<file path="config.mk">
export PLATFORM = sky130hd
export DESIGN_NAME = scaler_zoom_ctrl
export DESIGN_NICKNAME = d
export VERILOG_FILES = /design/src/rtl/scaler_pkg.sv /design/src/rtl/scaler_frame_timer.sv /design/src/rtl/scaler_zoom_ctrl.sv
export SDC_FILE = /design/constraint.sdc
export NUM_CORES = 1
export LEC_CHECK = 0
export CORE_ASPECT_RATIO = 0.7
export CORE_MARGIN = 4
export CORE_UTILIZATION = 54
export DETAILED_ROUTE_END_ITERATION = 10
export GPL_ROUTABILITY_DRIVEN = 0
export PLACE_DENSITY = 0.81
export SLEW_MARGIN = 20
export SYNTH_ARGS = -nofsm -noshare
export SYNTH_HDL_FRONTEND = slang
export SYNTH_SLANG_ARGS = --single-unit
</file>
<file path="constraint.sdc">
create_clock -name pix_clk -period 5.7 [get_ports pix_clk]
set_clock_uncertainty 0.2 [all_clocks]
set_input_delay 1.71 -clock pix_clk [delete_from_list [all_inputs] [get_ports pix_clk]]
set_output_delay 1.71 -clock pix_clk [all_outputs]
set_load 0.02 [all_outputs]
</file>
<file path="src/rtl/scaler_pkg.sv">
`default_nettype none
// ============================================================================
//  Module      : scaler_pkg
//  Description : Shared widths, display defaults and FSM encoding for the
//                scaler zoom control path.
//  Revision    : 1.0 - initial release
// ============================================================================
package scaler_pkg;

    localparam int DIM_W      = 12;
    localparam int LVL_W      = 4;
    localparam int H_DISP_DEF = 1280;
    localparam int V_DISP_DEF = 720;

    typedef enum logic [0:0] {
        ST_IDLE = 1'b0,
        ST_RAMP = 1'b1
    } zoom_state_t;

endpackage : scaler_pkg
`default_nettype wire

</file>
<file path="src/rtl/scaler_frame_timer.sv">
`default_nettype none
// ============================================================================
//  Module      : scaler_frame_timer
//  Description : Counts frame_flag pulses while ramping and strobes a level
//                step every RAMP_FRAMES frames; the first step of a ramp is
//                taken on the first frame.
//  Revision    : 1.0 - initial release
// ============================================================================
module scaler_frame_timer #(
    parameter int RAMP_FRAMES = 2
) (
    input  logic pix_clk,
    input  logic rst,
    input  logic i_frame_flag,
    input  logic i_run,
    input  logic i_hold,
    output logic o_step
);

    localparam int CNT_W = (RAMP_FRAMES > 1) ? $clog2(RAMP_FRAMES) : 1;
    localparam logic [CNT_W-1:0] c_LAST = CNT_W'(RAMP_FRAMES - 1);

    logic [CNT_W-1:0] r_frm_cnt;
    logic [CNT_W-1:0] w_cnt_eff;

    // While idle the count is treated as already expired so that the very
    // first frame of a new ramp (even a coincident one) takes a step.
    assign w_cnt_eff = i_hold ? c_LAST : r_frm_cnt;
    assign o_step    = i_frame_flag && i_run && (w_cnt_eff == c_LAST);

    always_ff @(posedge pix_clk or posedge rst) begin
        if (rst) begin
            r_frm_cnt <= '0;
        end else if (i_frame_flag && i_run) begin
            r_frm_cnt <= o_step ? '0 : w_cnt_eff + 1'b1;
        end else if (i_hold) begin
            r_frm_cnt <= c_LAST;
        end
    end

endmodule : scaler_frame_timer
`default_nettype wire

</file>
<file path="src/rtl/scaler_zoom_ctrl.sv">
`default_nettype none
// ============================================================================
//  Module      : scaler_zoom_ctrl
//  Description : Frame-synchronous zoom sequencer; turns zoom commands into a
//                target level and ramps t_width/t_height one level per step.
//  Revision    : 1.0 - initial release
// ============================================================================
module scaler_zoom_ctrl
    import scaler_pkg::*;
#(
    parameter int H_DISP      = H_DISP_DEF,
    parameter int V_DISP      = V_DISP_DEF,
    parameter int H_STEP      = 64,
    parameter int V_STEP      = 36,
    parameter int MAX_LEVEL   = 8,
    parameter int RAMP_FRAMES = 2
) (
    input  logic             pix_clk,
    input  logic             rst,
    input  logic             frame_flag,
    input  logic             zoom_in,
    input  logic             zoom_out,
    input  logic             zoom_home,
    output logic [DIM_W-1:0] t_width,
    output logic [DIM_W-1:0] t_height,
    output logic             scale_state,
    output logic [LVL_W-1:0] cur_level,
    output logic             busy
);

    localparam logic [LVL_W-1:0] c_MAX_LVL = LVL_W'(MAX_LEVEL);
    localparam logic [DIM_W-1:0] c_H_DISP  = DIM_W'(H_DISP);
    localparam logic [DIM_W-1:0] c_V_DISP  = DIM_W'(V_DISP);
    localparam logic [DIM_W-1:0] c_H_STEP  = DIM_W'(H_STEP);
    localparam logic [DIM_W-1:0] c_V_STEP  = DIM_W'(V_STEP);

    zoom_state_t      r_state;
    logic [LVL_W-1:0] r_target;
    logic [LVL_W-1:0] w_target_nxt;
    logic [LVL_W-1:0] w_cur_step;
    logic             w_up;
    logic             w_run;
    logic             w_step;

    // Commands land in the target this cycle; stepping below already sees it.
    always_comb begin
        w_target_nxt = r_target;
        if (zoom_home) begin
            w_target_nxt = '0;
        end else if (zoom_in && !zoom_out && (r_target != c_MAX_LVL)) begin
            w_target_nxt = r_target + 1'b1;
        end else if (zoom_out && !zoom_in && (r_target != '0)) begin
            w_target_nxt = r_target - 1'b1;
        end
    end

    assign w_run      = (w_target_nxt != cur_level);
    assign w_up       = (w_target_nxt > cur_level);
    assign w_cur_step = w_up ? cur_level + 1'b1 : cur_level - 1'b1;

    scaler_frame_timer #(
        .RAMP_FRAMES (RAMP_FRAMES)
    ) u_frame_timer (
        .pix_clk      (pix_clk),
        .rst          (rst),
        .i_frame_flag (frame_flag),
        .i_run        (w_run),
        .i_hold       (r_state == ST_IDLE),
        .o_step       (w_step)
    );

    always_ff @(posedge pix_clk or posedge rst) begin
        if (rst) begin
            r_state     <= ST_IDLE;
            r_target    <= '0;
            cur_level   <= '0;
            t_width     <= c_H_DISP;
            t_height    <= c_V_DISP;
            scale_state <= 1'b0;
            busy        <= 1'b0;
        end else begin
            r_target <= w_target_nxt;
            if (w_step) begin
                cur_level   <= w_cur_step;
                t_width     <= w_up ? t_width + c_H_STEP : t_width - c_H_STEP;
                t_height    <= w_up ? t_height + c_V_STEP : t_height - c_V_STEP;
                scale_state <= (w_cur_step != '0);
            end
            case (r_state)
                ST_IDLE: begin
                    if (w_run && !(w_step && (w_cur_step == w_target_nxt))) begin
                        r_state <= ST_RAMP;
                        busy    <= 1'b1;
                    end else begin
                        busy    <= 1'b0;
                    end
                end
                ST_RAMP: begin
                    if (!w_run || (w_step && (w_cur_step == w_target_nxt))) begin
                        r_state <= ST_IDLE;
                        busy    <= 1'b0;
                    end else begin
                        busy    <= 1'b1;
                    end
                end
                default: begin
                    r_state <= ST_IDLE;
                    busy    <= 1'b0;
                end
            endcase
        end
    end

endmodule : scaler_zoom_ctrl
`default_nettype wire

</file>
==> results.py <==
metrics = {
    "detailed_routing": {
        "vias": 2151,
        "drtIter0Drc": 181,
        "wl_met3_microns": 697,
        "m1WireLength_mm": 2.91,
        "vias_per_cell": 6.13,
        "route.detailed.wl_per_inst_microns": 20.4,
        "ant_nets": 0,
        "routed_wl_mm": 7.15,
        "post-route-drc-count": 0,
        "wl_met2_mm": 3.22,
        "first_pass_iters": 4,
        "routed.top_layer": "met4",
    },
    "clock_network": {
        "h-tree-depth": 1,
        "cts_tree": "yes",
        "clk_pin_slew_ns": 0.10,
        "clk_path_buf_depth": 2,
        "postCtsHoldBufs": 0,
        "cts-root-buf": "clkbuf_8",
        "cts_sinks": 27,
        "cts_made_buffers": 3,
        "clock_latency_ns": 0.27,
    },
    "yosys": {
        "synthCells": 219,
        "postSynthAreaPerCell_sq_um": 9.88,
        "syn-cell-area_sq_um": 2160,
        "yosys.cell_types.count": 54,
        "synth_edf_count": 0,
        "synth-warning-count": 0,
        "synth-main-ff-cell": "dfrtp_1",
        "seq_area_frac_synth": 0.316,
        "ys_seq_elements": 27,
        "async_flop_share": 1.00,
    },
    "timing": {
        "max_freq_ghz": 0.169,
        "hold_viol": 0,
        "worstMarginPinSlew_ns": 0.598,
        "rsz0062_at_grt": "true",
        "finalSetupViolations": 6,
        "worst_slack_ns": -0.230,
        "slew_viol_final": 0,
        "period_share": 1.04,
        "max-slew-margin-rel": 0.601,
        "whs_ns": 0.309,
        "min_period_ns": 5.93,
    },
    "critical_path": {
        "crit_fanout": 7,
        "timing.critical_path.from": "zoom_out",
        "endpoint": "t_height[11]$_DFFE_PP0P_",
        "r2r-start": "r_target[1]$_DFF_PP0_",
        "crit_path_end_kind": "flop",
        "r2r-end": "t_height[11]$_DFFE_PP0P_",
        "arrival_ns": 5.89,
        "path_class": "in2reg",
        "ff2ff_setup_slack_ns": 0.25,
        "required_ns": 5.66,
        "r2r_cells": 22,
        "crit_path_start_kind": "primary input",
    },
    "finish": {
        "multiInputGateArea_sq_um": 1580,
        "finalInstanceArea_sq_um": 3150,
        "n_antenna_cell": 0,
        "finish.utilization": 0.853,
        "nets": 332,
        "drive_above_1_share": 0.365,
        "layout.cells.non_filler": 351,
        "syn_to_final_growth_pct": 45.6,
        "fillers": 185,
        "seq_area_sq_um": 683,
    },
    "place": {
        "dpl.hpwl_mm": 3.97,
        "dp.cells": 332,
        "io_buffers": 27,
        "placed_area_sq_um": 2830,
    },
    "power_and_ir_drop": {
        "p_per_area_nw_per_um2": 691,
        "peakVddDrop_v": 0.000482,
        "pwr-share-comb": 0.757,
        "internal_power_mw": 1.21,
        "power.total_mw": 2.18,
        "swShare": 0.444,
        "p_sw_uw": 968,
        "p_leak_nw": 1.43,
        "clockPowerShare": 0.052,
        "seq_power_share": 0.191,
    },
    "die": {
        "chipWidth_microns": 83.7,
        "start_util": 0.586,
        "rows": 18,
        "core_region_area_sq_um": 3690,
        "ios": 36,
        "die_h_microns": 61.0,
        "die-area_sq_um": 5100,
    },
    "grt": {
        "grtUsageTotal": 0.252,
        "antenna_found_initial": 0,
        "grt_pass1_vias": 2033,
        "grt_pass1_wl_mm": 10.1,
        "grt_max_degree": 33,
        "grt_overflow": 0,
    },
    "run_status": {
        "outcome": "finished with violations",
        "violations": "negative setup slack",
    },
    "job": {
        "maxCapViolCount": 0,
    },
    "min_path": {
        "holdCritPathClass": "reg2reg",
    },
}
## critical path, stage by stage
cell and delay (ns):
buf_8 0.08, buf_4 0.11, nand2b_1 0.12, nor3_1 0.42
o21ai_1 0.20, o2111ai_4 0.17, ha_4 0.25, nand2_1 0.09
o21ai_2 0.08, buf_4 0.14, o41ai_4 0.39, a31oi_4 0.20
buf_6 0.17, buf_6 0.11, ha_4 0.26, buf_4 0.12
nand2_1 0.05, o21ai_1 0.30, o22ai_2 0.17, buf_4 0.17
o211ai_1 0.18, mux2i_1 0.12, a211o_1 0.29
## how the worst min path moves through the flow
stage	cells after the start	startpoint	slack, ns	endpoint
floorplan	2	u_frame_timer.r_frm_cnt$_DFF_PP0_	0.32	u_frame_timer.r_frm_cnt$_DFF_PP0_
global placement	2	t_width[8]$_DFFE_PP1P_	0.29	t_width[8]$_DFFE_PP1P_
detailed placement	2	t_width[8]$_DFFE_PP1P_	0.29	t_width[8]$_DFFE_PP1P_
CTS	2	t_width[8]$_DFFE_PP1P_	0.31	t_width[8]$_DFFE_PP1P_
global route	2	t_height[9]$_DFFE_PP1P_	0.34	t_height[9]$_DFFE_PP1P_
finish	2	t_width[8]$_DFFE_PP1P_	0.31	t_width[8]$_DFFE_PP1P_
## what timing repair did
| item | in CTS | in global routing |
|---|---|---|
| endpoints found under the setup margin | 11 | 9 |
| pin swaps | 9 | 15 |
| buffers inserted | 9 | 8 |
| resized for setup | 24 | 26 |
## cells in the final DEF (no fill, tap or decap), types with 8 or more instances in the layout
cell type	count
xnor2_1	10
buf_4	50
xor2_1	10
a21oi_1	12
inv_1	11
ha_1	16
conb_1	8
dfrtp_1	21
clkdlybuf4s50_1	24
nor2_1	11
nand2_1	11
## per-layer routing
metal | up-vias | track usage
met5 | - | 0
met4 | 0 | 0.0711
met3 | 31 | 0.0638
met2 | 145 | 0.426
met1 | 1030 | 0.330
li1 | 945 | -
## power groups by stage
stage          sequential (mW)  clock [mW]  combinational, mW
6_report                 0.417       0.113               1.65
2_1_floorplan            0.477           0              0.784
5_1_grt                  0.434       0.125               1.76
3_3_place_gp             0.404           0               1.36
4_1_cts                  0.408       0.112               1.51
3_5_place_dp             0.408           0               1.40
## synth_stat cells (3+ instances only)
| master | number | share of area |
|---|---|---|
| o22ai_1 | 3 | 0.0087 |
| fa_1 | 3 | 0.028 |
| dfstp_2 | 6 | 0.073 |
| nor3_1 | 3 | 0.0069 |
| nor2b_1 | 4 | 0.012 |
| mux2i_1 | 3 | 0.014 |
| xnor2_1 | 10 | 0.040 |
| nand2b_1 | 6 | 0.017 |
| nand2_1 | 11 | 0.019 |
| a21o_1 | 7 | 0.024 |
| nand3b_1 | 3 | 0.010 |
| clkbuf_1 | 3 | 0.0052 |
| ha_1 | 21 | 0.12 |
| a21oi_1 | 15 | 0.035 |
| xor2_1 | 10 | 0.040 |
| mux2_2 | 8 | 0.042 |
| buf_4 | 8 | 0.028 |
| inv_1 | 12 | 0.021 |
| dfrtp_1 | 21 | 0.24 |
| o21ai_0 | 5 | 0.012 |
| or3_1 | 3 | 0.0087 |
| nor2_1 | 11 | 0.019 |
| nand3_1 | 3 | 0.0069 |
## registers in the layout, indices dropped and copies added, names as in the netlist
signal	count
t_height	10
scale_state	1
r_target	4
cur_level	4
r_state	1
u_frame_timer.r_frm_cnt	1
t_width	6
## area by class of cell
| class | count | share of cell area |
|---|---|---|
| clock buffer | 4 | 0.0143 |
| inverter | 12 | 0.0143 |
| multi-input combinational | 174 | 0.500 |
| sequential | 27 | 0.217 |
| tap | 50 | 0.0199 |
| timing repair buffer | 84 | 0.234 |
## per-stage QoR
step / setup TNS [ns] / setup slack (ns)
detailed placement: -5.88 / -0.733
global route: -1.63 / -0.329
global placement: -4.10 / -0.585
floorplan: -0.660 / -0.236
CTS: 0 / 0.0203
finish: -0.501 / -0.230
## cells by family (layout without fill, tap and decap cells)
| group | count (synthesis) | count (layout) | share of synthesized area |
|---|---|---|---|
| xor+xnor | 21 | 21 | 0.0914 |
| compound gates | 49 | 49 | 0.159 |
| flops | 27 | 27 | 0.316 |
| other cells | 1 | 8 | 0.00173 |
| fa+ha+maj | 24 | 24 | 0.149 |
| simple gates | 61 | 61 | 0.170 |
| mux | 11 | 11 | 0.0555 |
| buf+inv | 25 | 100 | 0.0573 |
Power figures use the tool's default switching activity.
